--- src/rtl/xregf_dump_ctrl_if.sv ---
// Bus bundle of the register-file dump engine: the parallel port toward xtop and
// the valid/ready output stream toward the consumer.
interface xregf_dump_ctrl_if #(
    parameter int DATA_W = 32,
    parameter int ADDR_W = 4
);
    logic [ADDR_W-1:0] par_addr;
    logic              par_we;
    logic [DATA_W-1:0] par_in;
    logic [DATA_W-1:0] par_out;
    logic [DATA_W-1:0] out_data;
    logic              out_valid;
    logic              out_ready;
    logic              out_last;

    modport master (
        output par_addr, par_we, par_in, out_data, out_valid, out_last,
        input  par_out, out_ready
    );

    modport slave (
        input  par_addr, par_we, par_in, out_data, out_valid, out_last,
        output par_out, out_ready
    );
endinterface

--- src/rtl/xregf_dump_ctrl.sv ---
// Post-run register-file dump engine: on a trap rising edge it sweeps every register
// entry of xtop and streams the words out. Define DUMP_CSUM_EN to append an XOR checksum word.
module xregf_dump_ctrl #(
    parameter int DATA_W = 32,
    parameter int ADDR_W = 4,
    parameter int SETTLE = 10,
    parameter int RD_LAT = 1
) (
    input  logic              clk_i,
    input  logic              rst_i,
    input  logic              trap_i,
    xregf_dump_ctrl_if.master bus,
    output logic              busy_o,
    output logic              done_o
);
    localparam int                CNT_W       = (SETTLE > 1) ? $clog2(SETTLE) : 1;
    localparam int                SETTLE_M1   = (SETTLE > 0) ? SETTLE - 1 : 0;
    localparam logic [CNT_W-1:0]  SETTLE_LOAD = CNT_W'(SETTLE_M1);
    localparam logic [1:0]        LAT_LOAD    = 2'(RD_LAT);
    localparam logic [ADDR_W-1:0] IDX_LAST    = {ADDR_W{1'b1}};

    typedef enum logic [2:0] {
        ST_IDLE   = 3'd0,
        ST_SETTLE = 3'd1,
        ST_ADDR   = 3'd2,
        ST_CAPT   = 3'd3,
        ST_SEND   = 3'd4,
`ifdef DUMP_CSUM_EN
        ST_CSUM   = 3'd5,
`endif
        ST_DONE   = 3'd6
    } state_e;

    state_e            state_q, state_d;
    logic              trap_q;
    logic              armed_q;
    logic [ADDR_W-1:0] idx_q, idx_d;
    logic [CNT_W-1:0]  cnt_q, cnt_d;
    logic [1:0]        lat_q, lat_d;
    logic [ADDR_W-1:0] par_addr_q, par_addr_d;
    logic [DATA_W-1:0] out_data_q, out_data_d;
    logic              out_valid_q, out_valid_d;
    logic              out_last_q, out_last_d;
    logic              busy_q, busy_d;
    logic              done_q, done_d;
    logic              start_s;
`ifdef DUMP_CSUM_EN
    logic [DATA_W-1:0] csum_q, csum_d;
`endif

    // armed_q blocks a trap that is already high when reset releases from counting as an edge
    assign start_s = trap_i & ~trap_q & armed_q;

    // Next-state and output-register logic of the dump sequencer
    always_comb begin
        state_d     = state_q;
        idx_d       = idx_q;
        cnt_d       = cnt_q;
        lat_d       = lat_q;
        par_addr_d  = par_addr_q;
        out_data_d  = out_data_q;
        out_valid_d = out_valid_q;
        out_last_d  = out_last_q;
`ifdef DUMP_CSUM_EN
        csum_d      = csum_q;
`endif
        case (state_q)
            ST_IDLE: begin
                if (start_s) begin
`ifdef DUMP_CSUM_EN
                    csum_d = {DATA_W{1'b0}};
`endif
                    cnt_d = SETTLE_LOAD;
                    lat_d = LAT_LOAD;
                    if (SETTLE == 0) begin
                        state_d = ST_ADDR;
                    end else begin
                        state_d = ST_SETTLE;
                    end
                end else begin
                    state_d = ST_IDLE;
                end
            end
            ST_SETTLE: begin
                if (cnt_q == {CNT_W{1'b0}}) begin
                    lat_d   = LAT_LOAD;
                    state_d = ST_ADDR;
                end else begin
                    cnt_d = cnt_q - CNT_W'(1);
                end
            end
            ST_ADDR: begin
                par_addr_d = idx_q;
                if (lat_q == 2'd0) begin
                    state_d = ST_CAPT;
                end else begin
                    lat_d = lat_q - 2'd1;
                end
            end
            ST_CAPT: begin
                out_data_d  = bus.par_out;
                out_valid_d = 1'b1;
`ifdef DUMP_CSUM_EN
                csum_d      = csum_q ^ bus.par_out;
                out_last_d  = 1'b0;
`else
                out_last_d  = (idx_q == IDX_LAST);
`endif
                state_d     = ST_SEND;
            end
            ST_SEND: begin
                if (out_valid_q && bus.out_ready) begin
                    out_valid_d = 1'b0;
                    out_last_d  = 1'b0;
                    if (idx_q == IDX_LAST) begin
`ifdef DUMP_CSUM_EN
                        // Checksum word is presented straight away; csum_q already holds the last word
                        out_data_d  = csum_q;
                        out_valid_d = 1'b1;
                        out_last_d  = 1'b1;
                        state_d     = ST_CSUM;
`else
                        state_d     = ST_DONE;
`endif
                    end else begin
                        idx_d   = idx_q + ADDR_W'(1);
                        lat_d   = LAT_LOAD;
                        state_d = ST_ADDR;
                    end
                end else begin
                    state_d = ST_SEND;
                end
            end
`ifdef DUMP_CSUM_EN
            ST_CSUM: begin
                if (out_valid_q && bus.out_ready) begin
                    out_valid_d = 1'b0;
                    out_last_d  = 1'b0;
                    state_d     = ST_DONE;
                end else begin
                    state_d = ST_CSUM;
                end
            end
`endif
            ST_DONE: begin
                if (!trap_i) begin
                    idx_d   = {ADDR_W{1'b0}};
                    state_d = ST_IDLE;
                end else begin
                    state_d = ST_DONE;
                end
            end
            default: begin
                state_d = ST_IDLE;
            end
        endcase
        busy_d = (state_d != ST_IDLE) && (state_d != ST_DONE);
        done_d = (state_d == ST_DONE);
    end

    // State and output registers with synchronous reset
    always_ff @(posedge clk_i) begin
        if (rst_i) begin
            state_q     <= ST_IDLE;
            trap_q      <= 1'b0;
            armed_q     <= ~trap_i;
            idx_q       <= {ADDR_W{1'b0}};
            cnt_q       <= {CNT_W{1'b0}};
            lat_q       <= 2'd0;
            par_addr_q  <= {ADDR_W{1'b0}};
            out_data_q  <= {DATA_W{1'b0}};
            out_valid_q <= 1'b0;
            out_last_q  <= 1'b0;
            busy_q      <= 1'b0;
            done_q      <= 1'b0;
`ifdef DUMP_CSUM_EN
            csum_q      <= {DATA_W{1'b0}};
`endif
        end else begin
            state_q     <= state_d;
            trap_q      <= trap_i;
            armed_q     <= armed_q | ~trap_i;
            idx_q       <= idx_d;
            cnt_q       <= cnt_d;
            lat_q       <= lat_d;
            par_addr_q  <= par_addr_d;
            out_data_q  <= out_data_d;
            out_valid_q <= out_valid_d;
            out_last_q  <= out_last_d;
            busy_q      <= busy_d;
            done_q      <= done_d;
`ifdef DUMP_CSUM_EN
            csum_q      <= csum_d;
`endif
        end
    end

    assign bus.par_addr  = par_addr_q;
    assign bus.par_we    = 1'b0;
    assign bus.par_in    = {DATA_W{1'b0}};
    assign bus.out_data  = out_data_q;
    assign bus.out_valid = out_valid_q;
    assign bus.out_last  = out_last_q;
    assign busy_o        = busy_q;
    assign done_o        = done_q;
endmodule

--- src/flat_wrapper.sv ---
// flat-port wrapper written by rule: the top's interface ports become plain ports
module xregf_dump_ctrl_flat 
#(
    parameter int DATA_W = 32,
    parameter int ADDR_W = 4,
    parameter int SETTLE = 10,
    parameter int RD_LAT = 1
)
  (clk_i, rst_i, trap_i, busy_o, done_o, bus_par_addr, bus_par_we, bus_par_in, bus_out_data, bus_out_valid, bus_out_last, bus_par_out, bus_out_ready);
  xregf_dump_ctrl_if #(.DATA_W(DATA_W), .ADDR_W(ADDR_W)) bus_i ();
  input  logic clk_i;
  input  logic rst_i;
  input  logic trap_i;
  output logic busy_o;
  output logic done_o;
  output wire logic [$bits(bus_i.par_addr)-1:0] bus_par_addr;
  output wire logic [$bits(bus_i.par_we)-1:0] bus_par_we;
  output wire logic [$bits(bus_i.par_in)-1:0] bus_par_in;
  output wire logic [$bits(bus_i.out_data)-1:0] bus_out_data;
  output wire logic [$bits(bus_i.out_valid)-1:0] bus_out_valid;
  output wire logic [$bits(bus_i.out_last)-1:0] bus_out_last;
  input wire logic [$bits(bus_i.par_out)-1:0] bus_par_out;
  input wire logic [$bits(bus_i.out_ready)-1:0] bus_out_ready;
  assign bus_par_addr = bus_i.par_addr;
  assign bus_par_we = bus_i.par_we;
  assign bus_par_in = bus_i.par_in;
  assign bus_out_data = bus_i.out_data;
  assign bus_out_valid = bus_i.out_valid;
  assign bus_out_last = bus_i.out_last;
  assign bus_i.par_out = bus_par_out;
  assign bus_i.out_ready = bus_out_ready;
  xregf_dump_ctrl #(.DATA_W(DATA_W), .ADDR_W(ADDR_W), .SETTLE(SETTLE), .RD_LAT(RD_LAT)) u_core (.clk_i(clk_i), .rst_i(rst_i), .trap_i(trap_i), .bus(bus_i), .busy_o(busy_o), .done_o(done_o));
endmodule
--- config.mk ---
export PLATFORM = sky130hd
export DESIGN_NAME = xregf_dump_ctrl_flat
export DESIGN_NICKNAME = d
export VERILOG_FILES = /design/src/rtl/xregf_dump_ctrl_if.sv /design/src/rtl/xregf_dump_ctrl.sv /design/src/flat_wrapper.sv
export SDC_FILE = /design/constraint.sdc
export NUM_CORES = 1
export LEC_CHECK = 0
export CAP_MARGIN = 20
export CORE_MARGIN = 2
export CORE_UTILIZATION = 42
export CTS_CLUSTER_DIAMETER = 30
export DETAILED_ROUTE_END_ITERATION = 7
export PLACE_DENSITY = 0.87
export SETUP_SLACK_MARGIN = 0.5
export SLEW_MARGIN = 25
export SYNTH_ARGS = -nofsm -noshare
export SYNTH_HDL_FRONTEND = slang
export SYNTH_SLANG_ARGS = --single-unit
--- constraint.sdc ---
create_clock -name clk_i -period 2.2 [get_ports clk_i]
set_input_delay 0.44 -clock clk_i [delete_from_list [all_inputs] [get_ports clk_i]]
set_output_delay 0.44 -clock clk_i [all_outputs]
set_load 0.005 [all_outputs]
==> flow_metrics.tcl <==
set metrics [dict create \
    status "completed" \
    fmax_ghz 0.595 \
    synth-xor-area-share 0.00710 \
    synth_fa_ha_area_frac 0.0203 \
    pwr_density_cell_nw_per_um2 624 \
    n_fill_cell 522 \
    path_class "in2reg" \
    die_w_um 80.7 \
    ys_async_sr_fraction 0 \
    drive_gt1_frac 0.127 \
    dieArea_sq_um 6510 \
    synth_top_area_share 0.446 \
    drc_errors 0 \
    cts_tree "done" \
    cp-start-kind "primary input" \
    synth-compound-area-share 0.140 \
    max_cap_viol_count 0 \
    nets 417 \
    pin_count 109 \
    critical-path-max-stage-delay_ns 0.46 \
    critical-path-slowest-cell "clkdlybuf4s50_1" \
    worst_ep_required_time_ns 2.44 \
    finalHoldViolCount 0 \
    fin_tns_setup_ns 0 \
    synth_area_per_cell_sq_um 8.26 \
    top_layer_used "met4" \
    syn_inst 299 \
    cp.arrival_ns 1.92 \
    cts_max_path_buffers 2 \
    wirelength_um 5530 \
    vdd_drop_max_mv 0.373 \
    antenna_cells 0 \
    setup_viol 0 \
    synth-simple-area-share 0.219 \
    worstPathCellList "clkdlybuf4s50_1 > nand2_1 > o31a_1 > buf_4 > or3_4 > a21oi_2" \
    dr_wl_met2_um 2930 \
    synth_edf_count 0 \
    synth_top_family_by_area "simple AND/OR/NAND/NOR gates" \
    placement_rows 27 \
    synth_cell_types 43 \
    worstSkewPairLatency_ns 0.30 \
    die_h_um 80.7 \
    num_vias 2123 \
    muxShareOfSynthArea 0.0203 \
    cts_num_sinks 55 \
    cts_buffers 5 \
    dp_hpwl_um 3960 \
    ys_ff_latch 55 \
    root_buffer "clkbuf_8" \
    min_period_ns 1.68 \
    wl_met1_um 2170 \
    grt_pass1_vias 1946 \
    hold_buffers 0 \
    path_max_fanout 5 \
    viasPerCell 4.72 \
    holdPathStages 2 \
    core_area_sq_um 5610 \
    clk_pin_slew_worst_paths_ns 0.10 \
    ys.flop_type "dfxtp_1" \
    synth-warning-count 0 \
    drt-pass1-iter-count 4 \
    drtIter0Drc 101 \
    fin_area_sq_um 3410 \
    yosysMostFrequentCell "nand2_1" \
    slew_violations 0 \
    grt_pass1_wl_um 8470 \
    ant_nets 0 \
    htreeDepth 2 \
    p_leak_nw 1.23 \
    routabilityCongestion 0.827 \
    start_util 0.440 \
    netlist_top_cells_area "dfxtp_1 45%, buf_4 10%, nand2_1 10%" \
    grt_antenna_before_repair 0 \
    finClkSkew_ns 0.00611 \
    hold_class "in2reg" \
    critPathCaptureType "flop" \
    syn_to_final_growth_pct 38.2 \
    dr_wl_met3_um 361 \
    netlist_area_sq_um 2470 \
    rsz0062_at_grt "true" \
    synth_top_cells_by_count "68 x nand2_1, 55 x dfxtp_1, 40 x a21oi_1" \
    wl_per_cell_um 12.3 \
    period_share 0.764 \
    grt_use_total 0.167 \
    dpl_cell_area_sq_um 3150 \
    synth_top_area_cell "dfxtp_1" \
    port_buffers 75 \
    grt_max_degree 36 \
    synth-seq-area-share 0.446 \
    r2r_cells 6 \
    overflow 0 \
]
critical path, delay by kind of cell:
kind	cells	cell delay, ns
simple gates	2	0.42
compound gates	2	0.43
buf+inv	2	0.62
cell type report:
cell class                      instances  area, sq um  share of cell area
Clock inverter                          3         47.5              0.0139
Timing Repair Buffer                   88          846               0.248
Sequential cell                        55         1110               0.325
Tap cell                               72         90.1              0.0264
Inverter                                9         33.8             0.00990
Clock buffer                            5         68.8              0.0202
Multi-Input combinational cell        218         1220               0.357
final timing paths:
kind	to	slack (ns)	start
worst max register to register	u_core.idx_q[0]	0.52	u_core.idx_q[1]
worst min-delay path	u_core.armed_q	0.42	trap_i
worst max-delay path	u_core.idx_q[0]	0.52	bus_out_ready
worst min register to register	u_core.bus.out_data[16]	0.46	u_core.bus.out_data[16]
cells by family (layout without fill, tap and decap cells):
| logic type | count (synthesis) | count (layout) |
|---|---|---|
| AO/OA/AOI/OAI | 58 | 58 |
| multiplexers | 5 | 5 |
| AND/OR/NAND/NOR | 116 | 116 |
| XOR/XNOR | 2 | 2 |
| adder cells (fa/ha/maj) | 4 | 4 |
| buffers and inverters | 58 | 105 |
| other | 1 | 33 |
| flip-flops | 55 | 55 |
placed cells by master, fill, tap and decap left out, types with 2 or more instances in the layout:
master           netlist  layout
nand3b_1               2       2
or2_2                  2       2
mux2i_1                5       5
nand2b_2               1       2
nor3b_2                1       3
nor3_1                 3       3
inv_1                  9       9
dfxtp_2                0       5
nand2b_1               3       2
nand2_1               68      68
ha_1                   4       3
clkbuf_8               0       5
nor2b_1                4       4
conb_1                 1      33
or3_1                  3       2
nand3_1                5       5
a21oi_1               40      38
buf_4                 34      13
clkdlybuf4s50_1        0      73
a21oi_2                0       2
nor2_1                14      14
o21ai_0                3       3
dfxtp_1               55      50
xor2_1                 2       2
power by group:
part / switching (W) / internal (W) / total (W)
combinational: 0.000178 / 0.000207 / 0.000385
sequential: 0.0000408 / 0.00104 / 0.00108
clock: 0.000322 / 0.000345 / 0.000667
total: 0.000540 / 0.00159 / 0.00213
layer usage:
| metal | track usage | vias up |
|---|---|---|
| li1 | - | 1079 |
| met1 | 0.180 | 963 |
| met2 | 0.307 | 73 |
| met3 | 0.0483 | 8 |
| met4 | 0.0576 | 0 |
| met5 | 0 | - |
per-stage QoR:
stage,power [W],cells,hold WS [ns],setup WS [ns],util
after floorplan,0.00134,331,0.445,0.517,-
after global placement,0.00142,435,0.440,0.204,0.562
final,0.00213,450,0.420,0.519,0.608
after detailed placement,0.00143,435,0.446,0.141,0.562
after CTS,0.00211,446,0.460,0.418,0.589
after global routing,0.00224,450,0.444,0.460,0.608
registers in the layout, summed over array words and instances, names as in the netlist, 2 cells and up:
| register | flops |
|---|---|
| u_core.bus.out_data | 32 |
| u_core.lat_q | 2 |
| u_core.cnt_q | 4 |
| u_core.state_q | 3 |
| u_core.bus.par_addr | 4 |
| u_core.idx_q | 4 |
what timing repair did:
action | in CTS | in global routing
endpoints found under the hold margin | 0 | 0
pin swaps | 4 | 4
resized for setup | 3 | 19
endpoints found under the setup margin | 28 | 11
setup buffers | 3 | 4
Power figures use the tool's default switching activity.
